### src/rtl/fp_add_pkg.sv
// Shared constants and types for the single-precision adder datapath.
package fp_add_pkg;

    localparam int EXP_W   = 8;
    localparam int MAN_W   = 23;
    localparam int SIG_W   = MAN_W + 5;
    localparam int BIAS    = 127;
    localparam int EXP_MAX = (1 << EXP_W) - 1;

    // Guard / round / sticky positions inside the normalized significand.
    localparam int L_IDX = 3;
    localparam int G_IDX = 2;
    localparam int R_IDX = 1;
    localparam int S_IDX = 0;

    typedef enum logic [1:0] {
        RND_RNE = 2'b00,
        RND_RZ  = 2'b01,
        RND_RU  = 2'b10,
        RND_RD  = 2'b11
    } rnd_e;

endpackage

### src/rtl/fp_rne_inc.sv
// Rounding-increment decision from the LSB, guard, round and sticky bits.
module fp_rne_inc
    import fp_add_pkg::*;
(
    input  logic i_l,
    input  logic i_g,
    input  logic i_r,
    input  logic i_s,
    input  logic i_sign,
    input  rnd_e i_mode,
    output logic o_inc
);

    always_comb begin
        o_inc = 1'b0;
        case (i_mode)
            RND_RNE: o_inc = i_g & (i_r | i_s | i_l);
            RND_RZ:  o_inc = 1'b0;
            RND_RU:  o_inc = ~i_sign & (i_g | i_r | i_s);
            RND_RD:  o_inc = i_sign & (i_g | i_r | i_s);
            default: o_inc = 1'b0;
        endcase
    end

endmodule

### src/rtl/fp_round_pack.sv
// Round, renormalize and pack stage of the FP adder (two-stage, valid/ready).
// FP_ROUND_MODES_EN adds the rnd_mode port (RNE/RZ/RU/RD); otherwise RNE only.
module fp_round_pack #(
    parameter int EXP_W = fp_add_pkg::EXP_W,
    parameter int MAN_W = fp_add_pkg::MAN_W,
    parameter int BIAS  = fp_add_pkg::BIAS
) (
    input  logic                     clk,
    input  logic                     rst_n,
`ifdef FP_ROUND_MODES_EN
    input  logic [1:0]               rnd_mode,
`endif
    input  logic                     in_valid,
    output logic                     in_ready,
    input  logic                     sign_in,
    input  logic [EXP_W+1:0]         exp_in,
    input  logic [MAN_W+4:0]         sig_in,
    output logic                     out_valid,
    input  logic                     out_ready,
    output logic [EXP_W+MAN_W:0]     result,
    output logic                     ovf,
    output logic                     unf,
    output logic                     inexact
);
    import fp_add_pkg::*;

    localparam int SIG_W   = MAN_W + 5;
    localparam int HID_IDX = SIG_W - 2;
    localparam int CRY_IDX = SIG_W - 1;
    localparam int EXP_MAX = (1 << EXP_W) - 1;
    localparam logic signed [EXP_W+1:0] C_EXP_MAX = (EXP_W+2)'(EXP_MAX);
    localparam logic signed [EXP_W+1:0] C_ONE     = (EXP_W+2)'(1);
    localparam logic signed [EXP_W+1:0] C_ZERO    = '0;

    logic                     r_s1_valid;
    logic                     r_s1_sign;
    logic signed [EXP_W+1:0]  r_s1_exp;
    logic [MAN_W:0]           r_s1_sig;
    logic                     r_s1_zero;
    logic                     r_s1_inc;
    logic                     r_s1_inx;

    logic                     r_s2_valid;
    logic [EXP_W+MAN_W:0]     r_result;
    logic                     r_ovf;
    logic                     r_unf;
    logic                     r_inexact;

    logic                     w_s1_adv;
    logic                     w_in_ready;
    logic                     w_inc;
    rnd_e                     w_mode;
    logic [MAN_W+1:0]         w_m;
    logic [MAN_W-1:0]         w_frac;
    logic signed [EXP_W+1:0]  w_e;
    logic [EXP_W+MAN_W:0]     w_result;
    logic                     w_ovf;
    logic                     w_unf;
    logic                     w_inx;
    logic                     w_sat;

    assign w_s1_adv   = ~r_s2_valid | out_ready;
    assign w_in_ready = ~r_s1_valid | w_s1_adv;

`ifdef FP_ROUND_MODES_EN
    rnd_e r_s1_mode;
    assign w_mode = rnd_e'(rnd_mode);
    // Overflow saturates to max finite when rounding toward zero or away from infinity.
    assign w_sat  = (r_s1_mode == RND_RZ) |
                    ((r_s1_mode == RND_RU) & r_s1_sign) |
                    ((r_s1_mode == RND_RD) & ~r_s1_sign);
`else
    assign w_mode = RND_RNE;
    assign w_sat  = 1'b0;
`endif

    fp_rne_inc u_inc (
        .i_l    (sig_in[L_IDX]),
        .i_g    (sig_in[G_IDX]),
        .i_r    (sig_in[R_IDX]),
        .i_s    (sig_in[S_IDX]),
        .i_sign (sign_in),
        .i_mode (w_mode),
        .o_inc  (w_inc)
    );

    always_ff @(posedge clk or negedge rst_n) begin
        if (!rst_n) begin
            r_s1_valid <= 1'b0;
            r_s1_sign  <= 1'b0;
            r_s1_exp   <= '0;
            r_s1_sig   <= '0;
            r_s1_zero  <= 1'b0;
            r_s1_inc   <= 1'b0;
            r_s1_inx   <= 1'b0;
`ifdef FP_ROUND_MODES_EN
            r_s1_mode  <= RND_RNE;
`endif
        end else begin
            if (w_in_ready) r_s1_valid <= in_valid;
            if (in_valid && w_in_ready) begin
                r_s1_sign <= sign_in;
                r_s1_exp  <= exp_in;
                r_s1_sig  <= sig_in[HID_IDX:L_IDX];
                r_s1_zero <= (sig_in == '0);
                r_s1_inc  <= w_inc;
                r_s1_inx  <= sig_in[G_IDX] | sig_in[R_IDX] | sig_in[S_IDX];
`ifdef FP_ROUND_MODES_EN
                r_s1_mode <= w_mode;
`endif
            end
        end
    end

    always_comb begin
        w_m = {1'b0, r_s1_sig} + {{(MAN_W+1){1'b0}}, r_s1_inc};
        // Carry out of the rounded significand means it became exactly 2.0.
        if (w_m[MAN_W+1]) begin
            w_frac = w_m[MAN_W:1];
            w_e    = r_s1_exp + C_ONE;
        end else begin
            w_frac = w_m[MAN_W-1:0];
            w_e    = r_s1_exp;
        end

        w_result = {r_s1_sign, w_e[EXP_W-1:0], w_frac};
        w_ovf    = 1'b0;
        w_unf    = 1'b0;
        w_inx    = r_s1_inx;

        if (r_s1_zero) begin
            w_result = {r_s1_sign, {(EXP_W+MAN_W){1'b0}}};
            w_inx    = 1'b0;
        end else if (w_e >= C_EXP_MAX) begin
            w_ovf = 1'b1;
            w_inx = 1'b1;
            if (w_sat) w_result = {r_s1_sign, {(EXP_W-1){1'b1}}, 1'b0, {MAN_W{1'b1}}};
            else       w_result = {r_s1_sign, {EXP_W{1'b1}}, {MAN_W{1'b0}}};
        end else if (w_e <= C_ZERO) begin
            w_result = {r_s1_sign, {(EXP_W+MAN_W){1'b0}}};
            w_unf    = 1'b1;
            w_inx    = 1'b1;
        end
    end

    always_ff @(posedge clk or negedge rst_n) begin
        if (!rst_n) begin
            r_s2_valid <= 1'b0;
            r_result   <= '0;
            r_ovf      <= 1'b0;
            r_unf      <= 1'b0;
            r_inexact  <= 1'b0;
        end else if (w_s1_adv) begin
            r_s2_valid <= r_s1_valid;
            if (r_s1_valid) begin
                r_result  <= w_result;
                r_ovf     <= w_ovf;
                r_unf     <= w_unf;
                r_inexact <= w_inx;
            end
        end
    end

    assign in_ready  = w_in_ready;
    assign out_valid = r_s2_valid;
    assign result    = r_result;
    assign ovf       = r_ovf;
    assign unf       = r_unf;
    assign inexact   = r_inexact;

    a_sig_form: assert property (@(posedge clk) disable iff (!rst_n)
        (in_valid && w_in_ready) |-> !(sig_in[CRY_IDX] || (sig_in != '0 && !sig_in[HID_IDX])));

    a_bias_range: assert property (@(posedge clk) disable iff (!rst_n) BIAS < EXP_MAX);

endmodule

### config.mk
export PLATFORM = sky130hd
export DESIGN_NAME = fp_round_pack
export DESIGN_NICKNAME = d
export VERILOG_FILES = /design/src/rtl/fp_add_pkg.sv /design/src/rtl/fp_rne_inc.sv /design/src/rtl/fp_round_pack.sv
export SDC_FILE = /design/constraint.sdc
export NUM_CORES = 1
export LEC_CHECK = 0
export CAP_MARGIN = 20
export CORE_ASPECT_RATIO = 0.7
export CORE_MARGIN = 2
export CORE_UTILIZATION = 50
export CTS_BUF_LIST = sky130_fd_sc_hd__clkbuf_4 sky130_fd_sc_hd__clkbuf_8 sky130_fd_sc_hd__clkbuf_16
export DETAILED_ROUTE_END_ITERATION = 8
export PLACE_DENSITY = 0.78
export SLEW_MARGIN = 5
export SYNTH_ARGS = -nofsm -noshare
export SYNTH_HDL_FRONTEND = slang
export SYNTH_SLANG_ARGS = --single-unit
### constraint.sdc
create_clock -name clk -period 3.1 [get_ports clk]
set_clock_uncertainty 0.15 [all_clocks]
set_input_delay 0.775 -clock clk [delete_from_list [all_inputs] [get_ports clk]]
set_output_delay 0.775 -clock clk [all_outputs]
set_load 0.01 [all_outputs]
After elaboration in Yosys (flattened, before gate mapping)
Index checks and enable logic that the tools add are counted.
- input bits: 43
- register bits: 75
- logic and storage cells: 41
- $add $sub $neg: 2
- order comparisons: 2
- reduce and logical (&&, ||, !) cells: 3
- multiplexer cells: 13
- bitwise gates (word level): 9
- operators with widths (operator ; number):
    31-bit two-way mux ; 3
    28-bit logical NOT ; 1
    24-bit by 1-bit adder with 25-bit output ; 1
    23-bit two-way mux ; 1
    10-bit by 2-bit adder with 10-bit output, second input constant ; 1
    10-bit by 9-bit greater-or-equal comparator with 1-bit output, second input constant ; 1
    10-bit by 1-bit less-or-equal comparator with 1-bit output, second input constant ; 1
    10-bit two-way mux ; 1
    1-bit two-way mux ; 8
    1-bit bitwise OR ; 6
    1-bit inverter ; 2
    2-bit AND reduction ; 1
    1-bit AND ; 1
    1-bit logical AND ; 1

Logic depth before layout (Yosys ltp)
Gate-level depths: netlist of the first run.
- depth after elaboration: 6
- depth in mapped cells: 11

Cells and area by module
From an unflattened synthesis of the first run, not the netlist that was laid out.
- cells, all modules: 360
- area, all modules: 3876.2 um2
- modules (own cells, without submodules) (module ; area each (um2) ; cells each ; instances ; sequential area each (um2)):
    fp_round_pack ; 3842.4 ; 354 ; 1 ; 1876.8
    fp_rne_inc ; 33.8 ; 6 ; 1 ; 0.0

Least setup slack after synthesis of the first run
Ideal clock, no wire load.
- path kind: flip-flop to flip-flop
- start: register r_s1_sig[0]
- end: register r_result[20], in the netlist result[20]
- cell stages (with the launch flop): 11
- setup time: 95 ps
- required time: 2855 ps
- slack: 374 ps
- arrival: 2481 ps
- buffers on the path: 2
- path through: dfrtp_1 > ha_1 > ha_1 > nand3_1 > nor3_1 > clkbuf_1 > nand4_1 > xor2_1 > clkbuf_1 > o211ai_1 > o31ai_1
- word-level cells in the longest chain between the ends: 6
- elaborated cells on any way between the ends: 8
- classes of those cells: add/sub: 1; order compare: 2; mux: 5
- RTL lines (element ; line ; text):
    from (decl) ; fp_round_pack.sv:38 ; logic [MAN_W:0] r_s1_sig;
    from (signal assigned) ; fp_round_pack.sv:104 ; r_s1_sig <= sig_in[HID_IDX:L_IDX];
    24-bit by 1-bit adder with 25-bit output * ; fp_round_pack.sv:116 ; w_m = {1'b0, r_s1_sig} + {{(MAN_W+1){1'b0}}, r_s1_inc};
    10-bit two-way mux ; fp_round_pack.sv:118 ; if (w_m[MAN_W+1]) begin
    10-bit by 1-bit less-or-equal comparator with 1-bit output ; fp_round_pack.sv:139 ; end else if (w_e <= C_ZERO) begin
    31-bit two-way mux ; fp_round_pack.sv:139 ;
    31-bit two-way mux * ; fp_round_pack.sv:134 ; end else if (w_e >= C_EXP_MAX) begin
    31-bit two-way mux * ; fp_round_pack.sv:131 ; if (r_s1_zero) begin
    to (signal assigned) ; fp_round_pack.sv:156 ; r_result <= w_result;
    to (decl) ; fp_round_pack.sv:44 ; logic [EXP_W+MAN_W:0] r_result;
Every way passes the cells marked *; elsewhere a longest branch is shown, timed or not.
A chain may end at the register's enable or synchronous reset.

Final worst setup path of the first run
- start: register r_s1_sig[0]
- end: register r_result[5], in the netlist result[5]
Same word-level chain as after synthesis.

==> results.md, run 1 <==
* Resized cells post-CTS at 0
* Async SR Flop Fraction at 1.00
* Fin nets at 535
* Clock share of power at 0.361
* Initial antenna violation count at 0
* Hold buffers post-CTS at 0
* Largest net degree at the start of global routing at 42
* Largest register FFs at 32
* Total iterations of the first detailed-routing run at 5
* P_int at about 2.4 mW
* Peak fanout along the critical path at 24
* Tightest slew margin relative to the limit at 0.623
* Clock insertion delay at the later pin of the skew report at 0.33 ns
* Setup Total Neg Slack at 0 ns
* Total power divided by cell area at about 620 nW/µm²
* Final ANT Viol Nets at 0
* Die X at 112 µm
* Post-CTS Setup Bufs at 0
* Most common flop cell mapped by yosys: dfrtp_1
* Largest stage delay, worst path at 0.57 ns
* Share of final-layout standard cells stronger than drive strength 1 at 0.150
* Multi-input gate area in the final layout at between 2000 and 2500 µm²
* Vias in the first global route at 3298
* Share of the yosys chip area belonging to registers at 0.460
* Logic gate share of total power at 0.238
* Syn. warnings at 0
* Overflow left after global routing at 0
* Slowest cell on crit path: or4_1
* H-tree lvl count at 3
* Fraction of power spent switching nets at 0.279
* Outcome: completed
* DR vias/cell at 5.94
* Share of the clock period used by the worst path at 0.954
* Iter 0 DRT Violations at 403
* Top cells by area, synth: dfrtp_1 46%, mux2_2 10%, nand2_1 6.6%
* Clock tree root buffer cell: clkbuf_16
* Slew @ Worst Pin at 0.563 ns
* Peak supply drop at 0.289 mV
* Final critical delay including setup and external delays at 2.96 ns
* Kind of start point of the critical path: register
* Area of the mapped netlist at 4080 µm²
* Most frequent standard cell in the layout excluding fill and tap cells: clkdlybuf4s50_1
* CTS clk-pin slew, worst paths at 0.06 ns
* Wire length per cell after detailed routing at between 15 and 20 µm
* Effective utilization at floorplan at 0.516
* Final setup viols at 0
* Critical path type: register to register
* Total Routed Length at 10.4 mm
* Number of different library cells in the post-synthesis netlist at 46
* Total track usage at 0.241
* Count of buffer and inverter cells on the critical path at 1
* Final weighted congestion in routability-driven placement at 0.898
* Worst path top cell family by delay: simple AND/OR/NAND/NOR gates
* Final Hold Slack at 0.231 ns
* Area added between synthesis and finish at 30.9%
* Via count of the routed design at 3535
* Number of flops mapped to enable cells by yosys at 0
* Floorplan die area at 8910 µm²
* Number of port buffers at just under 80
* LEAKAGE at around 2.2 nW
* Number of pins exceeding their max-slew limit in the final report at 0
* Data required time of the worst path at 3.15 ns
* Site Rows at 27
* Clk sinks at 75
* Top-area cell type share of the netlist area at 0.460
* Inserted Clock Buffers at 9
* Wire length of the first global-routing pass at roughly 17 mm
* Clock tree from TritonCTS: yes
* Number of nets produced by synthesis at 459
* Storage element area at 1880 µm²
* Height of the die at 79.6 µm
* Signal arrival time at the worst endpoint at 3.01 ns
* Buffers from clock root to sink, at most at 2
* Critical Path, Cell by Cell: ha_1, ha_1, and3_1, nand3_2, or4_1, a22oi_1, and3_1, buf_4, o31ai_1
* Final count of hold timing violations at 0
* Unrepaired setup endpoints after global routing: false
* Min-Delay Path Class: primary input to asynchronous set/reset pin
* F_max at 338 MHz
* Core area at approximately 7900 µm²
* Fillers at roughly 620
* Proportion of power drawn by flip-flops and latches at 0.401
* Cells after synthesis at between 400 and 500
* Maxcap violations at 0
* Syn Area/Cell at between 9 and 10 µm²
* Kind of capture point of the worst setup path: register
* Leading cell types in the layout, fill and taps excluded: 78 x clkdlybuf4s50_1, 75 x dfrtp_1, 72 x nand2_1, 37 x mux2_2, 26 x o31ai_1
* # diodes at 0
* Number of DRC violations after detailed routing at 0
* Net switching power of the design at 0.918 mW
* Boundary Pins at 80
* Post-synthesis register bit count at 75
* DP Wirelength at 7.79 mm
* Largest area contributor in the synthesized netlist: dfrtp_1
-- final timing paths --
path | startpoint | endpoint | slack (ns) | depth (start not counted)
worst max-delay path | r_s1_sig[0]$_DFFE_PN0P_ | result[5]$_DFFE_PN0P_ | 0.14 | 9
worst min-delay path | rst_n | r_s1_sig[6]$_DFFE_PN0P_ | 0.23 | 1
worst max register to register | r_s1_sig[0]$_DFFE_PN0P_ | result[5]$_DFFE_PN0P_ | 0.14 | 9
worst min register to register | result[30]$_DFFE_PN0P_ | result[30]$_DFFE_PN0P_ | 0.33 | 2
max in group asynchronous | rst_n | r_s1_exp[9]$_DFFE_PN0P_ | 1.84 | 2
min in group clk | result[30]$_DFFE_PN0P_ | result[30]$_DFFE_PN0P_ | 0.33 | 2
-- worst reg2reg max path: cells and delay by family (launching register included) --
family	cells	cell delay [ns]
AOI/OAI and AO/OA	2	0.40
adders and majority gates	2	0.43
buffers and inverters	1	0.25
DFF	1	0.36
and+or+nand+nor	4	1.23
-- Yosys cell counts (4+ instances only) --
cell type and number:
dfrtp_1 75, nand2_1 72, mux2_2 37, o31ai_1 26, nand3_1 19, xnor2_1 19
clkbuf_1 17, nand4_1 15, o21ai_0 12, xor2_1 11, and3_1 10, nor2_1 10
nor4_1 9, a22oi_1 8, nor3_1 7, a31oi_1 5, o211ai_1 5, and4_1 4
buf_1 4, nand2b_1 4
-- power by group through the flow --
stage                     Combinational (mW)  Clock, mW  Sequential, mW
after global placement                 0.753          0            1.32
final                                  0.783       1.19            1.32
after global routing                   0.854       1.25            1.34
after CTS                              0.782       1.20            1.32
after floorplan                        0.403          0            1.30
after detailed placement               0.774          0            1.33
-- through the flow --
step | worst slack, ns | instance area, µm² | std cells | total power, mW | util
final | 0.142 | 5340 | 595 | 3.30 | 0.676
after global routing | 0.00184 | 5340 | 595 | 3.45 | 0.676
after CTS | 0.139 | 5330 | 595 | 3.30 | 0.674
after detailed placement | 0.148 | 4980 | 579 | 2.11 | 0.630
after global placement | 0.246 | 4980 | 579 | 2.07 | 0.630
after floorplan | 0.374 | 4080 | 413 | 1.70 | -
-- metal layers --
metal | part of all wire | track usage | wire length (µm)
met1 | 0.49 | 0.366 | 5070
met2 | 0.42 | 0.352 | 4370
met3 | 0.081 | 0.0448 | 847
met4 | 0.013 | 0.0695 | 136
met5 | 0 | 0 | 0
-- cell families (layout without fill, tap and decap cells) --
group,count (synthesis),in the layout,share of synthesized area
muxes,40,40,0.110
DFF,75,75,0.460
adders and majority gates,3,3,0.00920
buffers and inverters,30,111,0.0331
and+or+nand+nor,167,167,0.205
xor gates and xnor gates,30,30,0.0644
AOI/OAI and AO/OA,68,68,0.118
-- area by class of cell --
type / count / share of cell area
multi-input combinational: 308 / 0.390
tap: 101 / 0.0237
clock buffer: 12 / 0.0464
timing repair buffer: 92 / 0.168
clock inverter: 4 / 0.0185
sequential: 75 / 0.351
inverter: 3 / 0.00211
No activity file was read; power rests on OpenSTA's default activity.
==> inputs of run 2 (changes only) <==
Settings changed: CORE_UTILIZATION 50 to 52, PLACE_DENSITY 0.78 to 0.8.
==> run 2 against run 1 <==
  * Register-to-register slack better by 0.05 ns
  * Hold slack better by 0.045 ns
  * Sequential share of layout area up 1.1 points
  * Die area down 3.7%
  * Largest power group unchanged
  * Global-route usage rose by 0.30 points
==> results.md, run 2 (synthesis gave the netlist of run 1 again) <==
* Peak supply drop at 0.305 mV (+5.4%)
* Clock insertion delay at the later pin of the skew report at 0.36 ns (+0.03 ns)
* Peak fanout along the critical path at 24 (unchanged)
* Post-CTS Setup Bufs at 0 (unchanged)
* Die X at 110 µm (-1.9%)
* Number of DRC violations after detailed routing at 0 (unchanged)
* Clock tree from TritonCTS: yes
* Storage element area at 1880 µm² (unchanged)
* Min-Delay Path Class: primary input to asynchronous set/reset pin
* Slew @ Worst Pin at 0.620 ns (+0.0568 ns)
* Share of final-layout standard cells stronger than drive strength 1 at 0.137 (-0.0131)
* Final critical delay including setup and external delays at 2.91 ns (-0.0518 ns)
* Largest register FFs at 32 (unchanged)
* Fin nets at 532 (-0.56%)
* DR vias/cell at 5.90 (-0.61%)
* Floorplan die area at 8580 µm² (-3.7%)
* Site Rows at 26 (-3.7%)
* Final ANT Viol Nets at 0 (unchanged)
* Final setup viols at 0 (unchanged)
* Multi-input gate area in the final layout at 2070 µm² (-0.72%)
* Final Core Density at 0.695 (+0.0198)
* Hold buffers post-CTS at 0 (unchanged)
* Initial antenna violation count at 0 (unchanged)
* F_max at 344 MHz (+1.8%)
* Unrepaired setup endpoints after global routing: false
* Total power divided by cell area at 563 nW/µm² (-8.8%)
* Most frequent standard cell in the layout excluding fill and tap cells: clkdlybuf4s50_1
* Share of the clock period used by the worst path at 0.937 (-0.0167)
* Critical Path, Cell by Cell: ha_1, ha_1, and3_1, nand3_1, or4_1, a22oi_1, and3_1, buf_4, o31ai_1
* Tightest slew margin relative to the limit at 0.587 (-0.0365)
* Fillers at 617 (+0.16%)
* Wire length of the first global-routing pass at 16.0 mm (-4.9%)
* Final count of hold timing violations at 0 (unchanged)
* Number of port buffers at 79 (unchanged)
* Tot Pwr at 2.92 mW (-12%)
* Buffers from clock root to sink, at most at 2 (unchanged)
* Data required time of the worst path at 3.18 ns (+0.03 ns)
* Clk sinks at 75 (unchanged)
* LEAKAGE at 2.10 nW (-3.2%)
* Iter 0 DRT Violations at 345 (-14%)
* Final weighted congestion in routability-driven placement at 0.885 (-1.5%)
* Wire length per cell after detailed routing at 16.9 µm (-3.7%)
* Kind of start point of the critical path: register
* H-tree lvl count at 3 (unchanged)
* Boundary Pins at 80 (unchanged)
* # diodes at 0 (unchanged)
* Inserted Clock Buffers at 9 (unchanged)
* Maxcap violations at 0 (unchanged)
* Final worst setup slack at 0.194 ns (+0.0518 ns)
* Count of buffer and inverter cells on the critical path at 1 (unchanged)
* Slowest cell on crit path: or4_1
* Via count of the routed design at 3472 (-1.8%)
* Setup Total Neg Slack at 0 ns (unchanged)
* Minimum setup slack after placement at 0.214 ns (+0.0656 ns)
* Effective utilization at floorplan at 0.548 (+0.0316)
* Largest stage delay, worst path at 0.58 ns (about the same)
* Worst path top cell family by delay: simple AND/OR/NAND/NOR gates
* Resized cells post-CTS at 0 (unchanged)
* Overflow left after global routing at 0 (unchanged)
* Critical path type: register to register
* DP Wirelength at 7.54 mm (-3.2%)
* Total track usage at 0.244 (+0.00296)
* Core area at 7450 µm² (-5.8%)
* Vias in the first global route at 3186 (-3.4%)
* Kind of capture point of the worst setup path: register
* Total Routed Length at 9.93 mm (-4.8%)
* Total iterations of the first detailed-routing run at 5 (unchanged)
* Area added between synthesis and finish at 26.9%
* Largest net degree at the start of global routing at 50 (+19%)
* Outcome: completed
* Leading cell types in the layout, fill and taps excluded: 78 x clkdlybuf4s50_1, 75 x dfrtp_1, 72 x nand2_1, 37 x mux2_2, 26 x o31ai_1
* Signal arrival time at the worst endpoint at 2.98 ns (-0.03 ns)
* R2R depth at 9 (unchanged)
* Cell depth of the worst setup path at 9 (unchanged)
* Clock tree root buffer cell: clkbuf_8
* Height of the die at 78.1 µm (-1.8%)
* CTS clk-pin slew, worst paths at 0.08 ns (+0.02 ns)
* Number of pins exceeding their max-slew limit in the final report at 0 (unchanged)
run 2: final timing paths:
kind                                         start                       to  slack (ns)
max in group asynchronous                    rst_n   result[30]$_DFFE_PN0P_        1.85
setup reg to reg           r_s1_sig[0]$_DFFE_PN0P_   result[20]$_DFFE_PN0P_        0.19
setup / recovery           r_s1_sig[0]$_DFFE_PN0P_   result[20]$_DFFE_PN0P_        0.19
min in group clk            result[15]$_DFFE_PN0P_   result[15]$_DFFE_PN0P_        0.34
hold reg to reg             result[15]$_DFFE_PN0P_   result[15]$_DFFE_PN0P_        0.34
hold / removal                               rst_n  r_s1_sig[6]$_DFFE_PN0P_        0.28
run 2: through the flow:
step           cells  hold slack (ns)  area (µm²)
5_1_grt          588            0.321        5180
4_1_cts          588            0.288        5180
3_5_place_dp     573            0.321        4970
3_3_place_gp     573            0.316        4970
2_1_floorplan    413            0.300        4080
6_report         588            0.276        5180
run 2: where the power goes:
part	leakage (nW)	switching, mW	internal, mW	total [mW]
sequential	0.923	0.187	1.14	1.32
combinational	1.07	0.345	0.422	0.767
clock	0.108	0.357	0.468	0.824
run 2: metal layers:
metal  global-route usage  up-vias  part of all wire
li1                     -     1657                 -
met3               0.0656        8             0.079
met4               0.0608        0            0.0094
met1                0.383     1669              0.50
met5                    0        -                 0
met2                0.329      138              0.41
run 2: cell type report:
type                       instances  share of cell area
clock buffer                      10              0.0266
multi-input combinational        308               0.399
tap                               98              0.0237
sequential                        75               0.362
clock inverter                     5              0.0150
inverter                           3             0.00217
timing repair buffer              89               0.171
==> inputs of run 3 (changes only) <==
Settings changed: CTS_CLUSTER_SIZE set to 24.
==> results of run 3 <==
The final DEF is identical to that of run 2; final timing and power are the same.
